--- src/rtl/clk_meter_pkg.sv ---
// Shared types, default sizing and the duty-cycle rule for the divided-clock ratio meter.
// Pure definitions: no latency, no flow control.
package clk_meter_pkg;

   localparam int DEF_RATIO_SIZE = 4;
   localparam int DEF_CNT_WIDTH  = 6;
   localparam int DEF_TIMEOUT    = 32;
   localparam int DEF_LOCK_CNT   = 2;
   localparam int METER_ARG_W    = 16;

   typedef enum logic [2:0] {
      IDLE,
      ALIGN,
      MEAS_HIGH,
      MEAS_LOW,
      STALL
   } meter_state_e;

   // An even ratio must split evenly; an odd ratio may only be off by one cycle either way.
   function automatic logic duty_ok(input logic [METER_ARG_W-1:0] high,
                                    input logic [METER_ARG_W-1:0] low,
                                    input logic                   odd);
      logic [METER_ARG_W-1:0] diff;
      diff = (high > low) ? (high - low) : (low - high);
      return odd ? (diff == METER_ARG_W'(1)) : (diff == '0);
   endfunction

endpackage

--- src/rtl/clk_edge_sampler.sv ---
// Samples i_div_clk as data and flags rise/fall; 1 cycle to s, +2 with CLK_METER_SYNC_EN.
// No backpressure: edge flags are combinational from the sample registers, valid every cycle.
module clk_edge_sampler (
   input  logic i_ref_clk,
   input  logic i_rst_n,
   input  logic i_div_clk,
   output logic o_rise,
   output logic o_fall
);

   logic div_in;
   logic s_q;
   logic s_d;

`ifdef CLK_METER_SYNC_EN
   logic [1:0] sync_q;

   always_ff @(posedge i_ref_clk or negedge i_rst_n) begin
      if (!i_rst_n) begin
         sync_q <= '0;
      end else begin
         sync_q <= {sync_q[0], i_div_clk};
      end
   end

   assign div_in = sync_q[1];
`else
   assign div_in = i_div_clk;
`endif

   always_ff @(posedge i_ref_clk or negedge i_rst_n) begin
      if (!i_rst_n) begin
         s_q <= 1'b0;
         s_d <= 1'b0;
      end else begin
         s_q <= div_in;
         s_d <= s_q;
      end
   end

   assign o_rise = s_q & ~s_d;
   assign o_fall = ~s_q & s_d;

endmodule

--- src/rtl/clk_ratio_meter.sv ---
// Measures divided-clock period and phase widths against i_ref_clk, checks them and tracks lock/stall.
// o_valid 2 cycles after the sampled rise (+2 with CLK_METER_SYNC_EN); no backpressure, status only.
module clk_ratio_meter
   import clk_meter_pkg::*;
#(
   parameter int RATIO_SIZE = DEF_RATIO_SIZE,
   parameter int CNT_WIDTH  = DEF_CNT_WIDTH,
   parameter int TIMEOUT    = DEF_TIMEOUT,
   parameter int LOCK_CNT   = DEF_LOCK_CNT
) (
   input  logic                  i_ref_clk,
   input  logic                  i_rst_n,
   input  logic                  i_enable,
   input  logic                  i_div_clk,
   input  logic [RATIO_SIZE-1:0] i_expected_ratio,
   output logic [RATIO_SIZE-1:0] o_ratio,
   output logic [CNT_WIDTH-1:0]  o_high_cnt,
   output logic [CNT_WIDTH-1:0]  o_low_cnt,
   output logic                  o_valid,
   output logic                  o_locked,
   output logic                  o_mismatch,
   output logic                  o_stall
);

   localparam int                   SUM_W     = CNT_WIDTH + 1;
   localparam logic [SUM_W-1:0]     RMAX_SUM  = SUM_W'((1 << RATIO_SIZE) - 1);
   localparam logic [CNT_WIDTH-1:0] TIMEOUT_C = CNT_WIDTH'(TIMEOUT);
   localparam logic [CNT_WIDTH-1:0] ONE_C     = CNT_WIDTH'(1);
   localparam logic [2:0]           LOCK_C    = 3'(LOCK_CNT);

   meter_state_e          state;
   logic [CNT_WIDTH-1:0]  phase_cnt;
   logic [CNT_WIDTH-1:0]  high_q;
   logic [2:0]            good_cnt;
   logic [RATIO_SIZE-1:0] exp_q;

   logic             rise;
   logic             fall;
   logic             edge_seen;
   logic             run;
   logic             timeout;
   logic [SUM_W-1:0] sum;
   logic             good;

   clk_edge_sampler u_sampler (
      .i_ref_clk (i_ref_clk),
      .i_rst_n   (i_rst_n),
      .i_div_clk (i_div_clk),
      .o_rise    (rise),
      .o_fall    (fall)
   );

   // Ratios 0 and 1 mean the divider is bypassed: nothing sampleable.
   assign run       = i_enable && (i_expected_ratio >= RATIO_SIZE'(2));
   assign edge_seen = rise | fall;
   assign timeout   = (phase_cnt == TIMEOUT_C) && !edge_seen;
   assign sum       = SUM_W'(high_q) + SUM_W'(phase_cnt);
   assign good      = (sum == SUM_W'(i_expected_ratio)) &&
                      duty_ok(METER_ARG_W'(high_q), METER_ARG_W'(phase_cnt), i_expected_ratio[0]);

   always_ff @(posedge i_ref_clk or negedge i_rst_n) begin
      if (!i_rst_n) begin
         phase_cnt <= '0;
      end else if (!run || state == IDLE) begin
         phase_cnt <= '0;
      end else if (edge_seen) begin
         phase_cnt <= ONE_C;
      end else if (phase_cnt != TIMEOUT_C) begin
         phase_cnt <= phase_cnt + ONE_C;
      end
   end

   always_ff @(posedge i_ref_clk or negedge i_rst_n) begin
      if (!i_rst_n) begin
         state      <= IDLE;
         high_q     <= '0;
         good_cnt   <= '0;
         exp_q      <= '0;
         o_ratio    <= '0;
         o_high_cnt <= '0;
         o_low_cnt  <= '0;
         o_valid    <= 1'b0;
         o_locked   <= 1'b0;
         o_mismatch <= 1'b0;
         o_stall    <= 1'b0;
      end else begin
         o_valid    <= 1'b0;
         o_mismatch <= 1'b0;
         exp_q      <= i_expected_ratio;
         if (!run) begin
            state    <= IDLE;
            good_cnt <= '0;
            o_locked <= 1'b0;
            o_stall  <= 1'b0;
         end else if (state != IDLE && i_expected_ratio != exp_q) begin
            state    <= ALIGN;
            good_cnt <= '0;
            o_locked <= 1'b0;
         end else begin
            if (edge_seen) begin
               o_stall <= 1'b0;
            end
            case (state)
               IDLE: state <= ALIGN;
               STALL: begin
                  if (rise) begin
                     state <= MEAS_HIGH;
                  end else if (fall) begin
                     state <= ALIGN;
                  end
               end
               default: begin
                  if (timeout) begin
                     state    <= STALL;
                     good_cnt <= '0;
                     o_locked <= 1'b0;
                     o_stall  <= 1'b1;
                  end else if (state == ALIGN && rise) begin
                     state <= MEAS_HIGH;
                  end else if (state == MEAS_HIGH && fall) begin
                     high_q <= phase_cnt;
                     state  <= MEAS_LOW;
                  end else if (state == MEAS_LOW && rise) begin
                     state      <= MEAS_HIGH;
                     o_high_cnt <= high_q;
                     o_low_cnt  <= phase_cnt;
                     o_ratio    <= (sum > RMAX_SUM) ? '1 : sum[RATIO_SIZE-1:0];
                     o_valid    <= 1'b1;
                     if (good) begin
                        if (good_cnt != LOCK_C) begin
                           good_cnt <= good_cnt + 3'd1;
                        end
                        if (good_cnt >= LOCK_C - 3'd1) begin
                           o_locked <= 1'b1;
                        end
                     end else begin
                        good_cnt   <= '0;
                        o_locked   <= 1'b0;
                        o_mismatch <= 1'b1;
                     end
                  end
               end
            endcase
         end
      end
   end

endmodule

--- config.mk ---
export PLATFORM = sky130hd
export DESIGN_NAME = clk_ratio_meter
export DESIGN_NICKNAME = d
export VERILOG_FILES = /design/src/rtl/clk_meter_pkg.sv /design/src/rtl/clk_edge_sampler.sv /design/src/rtl/clk_ratio_meter.sv
export SDC_FILE = /design/constraint.sdc
export NUM_CORES = 1
export LEC_CHECK = 0
export ABC_AREA = 1
export CAP_MARGIN = 20
export CORE_MARGIN = 2
export CORE_UTILIZATION = 52
export DETAILED_ROUTE_END_ITERATION = 6
export GPL_TIMING_DRIVEN = 0
export PLACE_DENSITY_LB_ADDON = 0.12
export SLEW_MARGIN = 20
export SYNTH_ARGS = -nofsm -noshare
export SYNTH_HDL_FRONTEND = slang
export SYNTH_SLANG_ARGS = --single-unit
--- constraint.sdc ---
create_clock -name i_ref_clk -period 2.11 [get_ports i_ref_clk]
set_clock_uncertainty 0.15 [all_clocks]
set_input_delay 0.633 -clock i_ref_clk [delete_from_list [all_inputs] [get_ports i_ref_clk]]
set_output_delay 0.633 -clock i_ref_clk [all_outputs]
set_load 0.05 [all_outputs]
==> results of run 1 <==
cell type report:
type                    instances  area [sq um]  share of cell area
clock buffers                   5          68.8              0.0194
flip-flops and latches         44          1110               0.311
repair buffers                 40           342              0.0961
clock inverters                 2          12.5             0.00352
inverters                      60           230              0.0648
multi-input cells             266          1660               0.466
well taps                      72          90.1              0.0253
plain buffers                   5          47.5              0.0134
repair_timing:
action / CTS / global route
endpoints found under the setup margin: 50 / 30
pin swaps: 13 / 20
resized for setup: 53 / 30
buffers inserted: 5 / 7
worst max-delay path: cells and delay by family, from the launching register on:
family          cells  cell delay (ns)
compound gates      1             0.11
fa+ha+maj           2             0.66
buf+inv             2             0.16
flops               1             0.46
simple gates        9             0.79
where the power goes:
group	total, uW	switching (uW)	leakage, uW	internal, uW
Sequential	895	20.5	0.000558	875
Clock	504	279	0.0000400	224
Combinational	312	212	0.00123	99.8
worst max path at each step:
stage | to | start | cells after the start
after global placement | u_sampler.s_d$_DFF_PN0_ | i_rst_n | 1
final | good_cnt[0]$_DFFE_PN0P_ | high_q[0]$_DFFE_PN0P_ | 14
after CTS | good_cnt[0]$_DFFE_PN0P_ | phase_cnt[0]$_DFFE_PN0P_ | 12
after global routing | good_cnt[0]$_DFFE_PN0P_ | phase_cnt[3]$_DFFE_PN0P_ | 16
after detailed placement | good_cnt[0]$_DFFE_PN0P_ | i_expected_ratio[3] | 12
after floorplan | good_cnt[0]$_DFFE_PN0P_ | phase_cnt[0]$_DFFE_PN0P_ | 13
synth_stat cells:
master and instances:
nand3_1 33, o21ai_0 21, nand4_1 5, a31oi_1 1, a22oi_1 1, buf_6 1
o31ai_1 2, a21oi_1 11, nor2_2 1, o21ai_1 3, nand2_2 7, a21boi_1 1
o21ai_2 1, nand2_4 1, nand3b_1 2, nor3_2 1, fa_1 3, nor2_1 29
a21oi_4 1, nor4_1 2, clkinv_1 1, clkbuf_1 1, nor2_4 1, clkbuf_8 1
inv_1 57, ha_1 25, buf_2 3, nand2_1 96, inv_2 2, dfrtp_1 44
nand3_2 1, a21oi_2 1, nor3_1 4, xor2_1 7, o21a_1 4, and2_1 1
kinds of logic (layout without fill, tap and decap cells):
| family | Yosys count | in the layout | share of synthesized area |
|---|---|---|---|
| AO/OA/AOI/OAI | 47 | 47 | 0.0952 |
| XOR/XNOR | 7 | 7 | 0.0212 |
| adder cells (fa/ha/maj) | 28 | 28 | 0.129 |
| buffers and inverters | 66 | 112 | 0.0930 |
| flip-flops | 44 | 44 | 0.381 |
| AND/OR/NAND/NOR | 184 | 184 | 0.281 |
routing by layer:
layer  share of wire  wire length [um]
met4          0.0097                62
met5               0                 0
met3           0.032               203
met2            0.48              3040
met1            0.48              3060
through the flow:
stage / util / hold slack, ns / instances
after global placement: 0.598 / 0.244 / 475
after CTS: 0.631 / 0.130 / 487
after global routing: 0.654 / 0.142 / 494
after floorplan: - / 0.187 / 376
final: 0.654 / 0.123 / 494
after detailed placement: 0.601 / 0.254 / 476
registers in the layout (all words and copies together) (netlist names):
name / count
state: 3
o_low_cnt: 6
u_sampler.s_q: 1
u_sampler.s_d: 1
o_stall: 1
o_mismatch: 1
good_cnt: 3
o_locked: 1
exp_q: 4
o_ratio: 4
high_q: 6
o_high_cnt: 6
phase_cnt: 6
o_valid: 1
layout by cell type, fill, tap and decap left out, drive strengths merged, types with 7 or more instances in the layout:
cell         instances
inv                 60
nand3               34
dlygate4sd2         22
clkbuf               8
ha                  25
a21oi               13
nand2              104
o21ai               25
xor2                 7
nor2                31
dfrtp               44
buf                 18
==> results.sh, run 1 <==
export IMPL_total_power_uw=1710
export IMPL_syn_inst=376
export IMPL_drtAntennaViolNets=0
export IMPL_finalSetupViolCount=9
export IMPL_io_pins=28
export IMPL_synth_top_cell_by_area="dfrtp_1"
export IMPL_cp_arrival_ns=2.48
export IMPL_slew_headroom=0.662
export IMPL_num_vias=2499
export IMPL_antenna_found_initial=0
export IMPL_clockBufferDepth=2
export IMPL_ys_ff_latch=44
export IMPL_worstPathMaxFanout=4
export IMPL_ctsRootBufferMaster="clkbuf_8"
export IMPL_grt_util_met1=0.299
export IMPL_timing_fmax_mhz=411
export IMPL_synthTopCellsByArea="dfrtp_1 38%, nand2_1 12%, ha_1 11%"
export IMPL_die_h_um=78.6
export IMPL_tightest_slew_ns=0.509
export IMPL_worst_slack_ns=-0.322
export IMPL_syn_avg_cell_area_sq_um=7.69
export IMPL_areaGrowthSynthToFinish_pct=22.9
export IMPL_avgViaCountPerCell=5.06
export IMPL_avgRoutedWirePerCell_um=12.9
export IMPL_synth_top_area_frac=0.381
export IMPL_hold_path_class="input pin to async pin"
export IMPL_startpoint_type="flip-flop"
export IMPL_drt_initial_drc_count=134
export IMPL_status="finished with violations"
export IMPL_drv_cap=0
export IMPL_grt_pass1_wl_mm=10.9
export IMPL_ir_worst_vdd_mv=0.334
export IMPL_use_met2=0.379
export IMPL_synth_nets=412
export IMPL_fillers=474
export IMPL_grt_max_degree=29
export IMPL_hpwl_mm=4.72
export IMPL_yosys_warnings=0
export IMPL_wl_mm=6.37
export IMPL_post_route_min_period_ns=2.43
export IMPL_fin_tns_setup_ns=-1.47
export IMPL_reg2regPathDepth=14
export IMPL_max_stage_delay_ns=0.51
export IMPL_grt_setup_unrepaired="yes"
export IMPL_slew_violations=0
export IMPL_crit_type="flip-flop to flip-flop"
export IMPL_crit_top_cell="nand2_1"
export IMPL_clock_insertion_delay_worst_skew_ns=0.29
export IMPL_top_usage_layer="met2"
export IMPL_placed_cell_area_sq_um=3270
export IMPL_use_met3=0.0345
export IMPL_tritoncts="yes"
export IMPL_postCtsHoldBufs=0
export IMPL_hold_violations=0
export IMPL_clk_pin_slew_worst_paths_ns=0.08
export IMPL_drc_errors=0
export IMPL_r2r_slack_ns=-0.32
export IMPL_grtUsageTotal=0.224
export IMPL_path_cells="buf_6, ha_4, fa_2, nand2_1, a21oi_1, nand2_1, nor2_1, nand3_1, nand2_2, nand4_1, nand2_1, nand3_1, nand2_1, inv_1"
export IMPL_antenna_diode_count=0
export IMPL_worst_path_max_delay_cell="fa_2"
export IMPL_core_area_sq_um=5440
export IMPL_overflow=0
export IMPL_routabilityCongestion=0.829
export IMPL_drive_gt1_frac=0.197
export IMPL_finalInstanceArea_sq_um=3550
export IMPL_htree_levels=2
export IMPL_synth_area_sq_um=2890
export IMPL_powerDensity_nw_per_um2=481
export IMPL_initial_utilization=0.532
export IMPL_die_x_um=78.6
export IMPL_cp_required_ns=2.15
export IMPL_fin_nets=458
export IMPL_reg2reg_to="good_cnt[0]$_DFFE_PN0P_"
export IMPL_fin_crit_sh=1.15
export IMPL_violations="setup timing"
export IMPL_std_cell_rows=27
export IMPL_preCtsSetupSlack_ns=-0.593
export IMPL_worstReg2RegStart="high_q[0]$_DFFE_PN0P_"
export IMPL_p_leak_uw=0.00183
export IMPL_crit_path_end_kind="flip-flop"
export IMPL_clock_sinks=44
export IMPL_numPortBuffers=27
export IMPL_synthDistinctLibCells=36
export IMPL_dieArea_sq_um=6170
export IMPL_dr_pass1_iters=5
export IMPL_yosysSeqAreaShare=0.381
export IMPL_cts_inserted_buffers=5
export IMPL_grt_pass1_vias=2385
No activity file was read; power rests on OpenSTA's default activity.
==> run 2, diff against run 1 <==
--- a/config.mk
+++ b/config.mk
@@ -15,4 +15,5 @@
 export SLEW_MARGIN = 20
 export SYNTH_ARGS = -nofsm -noshare
 export SYNTH_HDL_FRONTEND = slang
+export SYNTH_HIERARCHICAL = 1
 export SYNTH_SLANG_ARGS = --single-unit
==> results.sh, run 2 <==
export IMPL_status="finished with violations"
export IMPL_violations="setup timing"
export IMPL_synth_async_reset_ratio=1.00
export IMPL_ys_ff_latch=44
export IMPL_wl_mm=6.47
export IMPL_final_cell_mix="91 x nand2_1, 39 x dfrtp_1, 38 x inv_1, 28 x nand3_1, 23 x dlygate4sd2_1"
export IMPL_ctsRootBufferMaster="clkbuf_8"
export IMPL_avgViaCountPerCell=5.06
export IMPL_layoutNonFillerInstCount=487
export IMPL_ir_worst_vdd_mv=0.441
export IMPL_drtAntennaViolNets=0
export IMPL_dr_pass1_iters=4
export IMPL_worst_slack_ns=-0.199
export IMPL_drv_cap=0
export IMPL_antenna_found_initial=0
export IMPL_slew_headroom=0.672
export IMPL_grt_max_degree=33
export IMPL_post_route_min_period_ns=2.31
export IMPL_synthTopCellsByCount="94 x nand2_1, 46 x inv_1, 44 x dfrtp_1, 30 x nand3_1, 23 x ha_1"
export IMPL_p_leak_uw=0.00179
export IMPL_finalSetupViolCount=5
export IMPL_num_vias=2466
export IMPL_yosysSeqAreaShare=0.375
export IMPL_slew_violations=0
export IMPL_antenna_diode_count=0
export IMPL_hold_path_class="input pin to async pin"
export IMPL_path_cells="ha_4, inv_2, fa_1, xor2_1, nand2_1, nor2_1, nand3_1, nor2_4, nand4_4, nand2_2, nand2_1, nand2_1"
export IMPL_synth_top_area_frac=0.375
export IMPL_overflow=0
export IMPL_grtUsageTotal=0.219
export IMPL_avgRoutedWirePerCell_um=13.3
export IMPL_dieArea_sq_um=6260
export IMPL_synth_area_sq_um=2940
export IMPL_die_h_um=79.2
export IMPL_grt_pass1_vias=2340
export IMPL_crit_top_cell="nand2_1"
export IMPL_clk_pin_slew_worst_paths_ns=0.09
export IMPL_worstPathMaxFanout=5
export IMPL_grt_pass1_wl_mm=10.8
export IMPL_clock_insertion_delay_worst_skew_ns=0.30
export IMPL_fin_crit_sh=1.09
export IMPL_yosys_warnings=6
export IMPL_htree_levels=2
export IMPL_drc_errors=0
export IMPL_areaGrowthSynthToFinish_pct=21.3
export IMPL_std_cell_rows=27
export IMPL_placed_cell_area_sq_um=3310
export IMPL_tightest_slew_ns=0.494
export IMPL_cp_arrival_ns=2.41
export IMPL_synthTopCellsByArea="dfrtp_1 37%, nand2_1 12%, ha_1 9.8%"
export IMPL_yosysMostFrequentCell="nand2_1"
export IMPL_die_x_um=79.2
export IMPL_clock_sinks=44
export IMPL_synth_edf_count=0
export IMPL_powerDensity_nw_per_um2=635
export IMPL_worst_path_max_delay_cell="fa_1"
export IMPL_hpwl_mm=4.82
export IMPL_final_common_cell="nand2_1"
export IMPL_numPortBuffers=27
export IMPL_initial_utilization=0.537
export IMPL_drt_initial_drc_count=113
export IMPL_hold_violations=0
export IMPL_tritoncts="yes"
export IMPL_dpl_cell_count=470
export IMPL_routabilityCongestion=0.909
export IMPL_clockBufferDepth=2
export IMPL_io_pins=28
export IMPL_timing_fmax_mhz=433
export IMPL_crit_path_end_kind="flip-flop"
export IMPL_core_area_sq_um=5470
export IMPL_syn_inst=370
export IMPL_synth_nets=404
export IMPL_finalInstanceArea_sq_um=3560
export IMPL_total_power_uw=2260
export IMPL_synth_flop_cell="dfrtp_1"
export IMPL_synthDistinctLibCells=35
export IMPL_fin_nets=449
export IMPL_synth_top_cell_by_area="dfrtp_1"
export IMPL_cp_required_ns=2.21
export IMPL_max_stage_delay_ns=0.53
export IMPL_cts_inserted_buffers=5
export IMPL_crit_type="flip-flop to flip-flop"
export IMPL_drive_gt1_frac=0.253
export IMPL_startpoint_type="flip-flop"
export IMPL_grt_setup_unrepaired="yes"
export IMPL_syn_avg_cell_area_sq_um=7.94
-- run 2: cell families (layout without fill, tap and decap cells) --
| family | Yosys count | after routing | share of synthesized area |
|---|---|---|---|
| AOI/OAI and AO/OA | 50 | 50 | 0.112 |
| and+or+nand+nor | 178 | 178 | 0.282 |
| DFF | 44 | 44 | 0.375 |
| adders and majority gates | 26 | 26 | 0.118 |
| xor gates and xnor gates | 4 | 4 | 0.0119 |
| buffers and inverters | 68 | 113 | 0.100 |
-- run 2: worst paths after layout --
path | start | to | slack, ns | depth (start not counted)
setup / recovery | phase_cnt[0]$_DFFE_PN0P_ | good_cnt[1]$_DFFE_PN0P_ | -0.20 | 12
setup reg to reg | phase_cnt[0]$_DFFE_PN0P_ | good_cnt[1]$_DFFE_PN0P_ | -0.20 | 12
hold reg to reg | u_sampler/s_q$_DFF_PN0_ | u_sampler/s_d$_DFF_PN0_ | 0.26 | 0
hold / removal | i_rst_n | o_ratio[0]$_DFFE_PN0P_ | 0.07 | 1
min in group i_ref_clk | u_sampler/s_q$_DFF_PN0_ | u_sampler/s_d$_DFF_PN0_ | 0.26 | 0
max in group asynchronous | i_rst_n | phase_cnt[4]$_DFFE_PN0P_ | 1.24 | 2
-- run 2: report_power, final --
part | switching, uW | internal, uW
sequential | 52.8 | 924
clock | 299 | 225
combinational | 514 | 246
total | 866 | 1390
-- run 2: area by class of cell --
cell class                 count  area, sq um
fill                         505         1910
inverter                      62          241
multi-input combinational    258         1650
timing repair buffer          38          330
clock buffer                   5         68.8
tap                           72         90.1
buffer                         6         63.8
sequential                    44         1110
clock inverter                 2         12.5
-- run 2: critical path, delay by kind of cell, from the launching register on --
family	cells	cell delay, ns
XOR/XNOR	1	0.15
buffers and inverters	1	0.03
AND/OR/NAND/NOR	8	0.80
flip-flops	1	0.44
adder cells (fa/ha/maj)	2	0.68
-- run 2: metal layers --
| layer | part of all wire | vias to the layer above | global-route usage |
|---|---|---|---|
| met5 | 0 | - | 0 |
| met4 | 0.011 | 0 | 0.0879 |
| met3 | 0.031 | 5 | 0.0352 |
| met2 | 0.47 | 46 | 0.353 |
| met1 | 0.48 | 1153 | 0.295 |
| li1 | - | 1262 | - |
-- run 2: per-stage QoR --
| stage | TNS [ns] | worst slack, ns | util | hold WS (ns) |
|---|---|---|---|---|
| after floorplan | -0.0915 | -0.0351 | - | 0.187 |
| after global placement | -54.89 | -0.970 | 0.602 | 0.239 |
| after detailed placement | -13.63 | -0.470 | 0.605 | 0.247 |
| after CTS | -1.19 | -0.233 | 0.632 | 0.0796 |
| after global routing | -1.79 | -0.383 | 0.651 | 0.0978 |
| final | -0.810 | -0.199 | 0.651 | 0.0731 |
-- run 2: what timing repair did --
item,4_1_cts,5_1_grt
buffers inserted,5,5
resized for setup,42,24
pin swaps,10,11
setup endpoints to repair,48,15
cloned,0,0
hold buffers,0,0
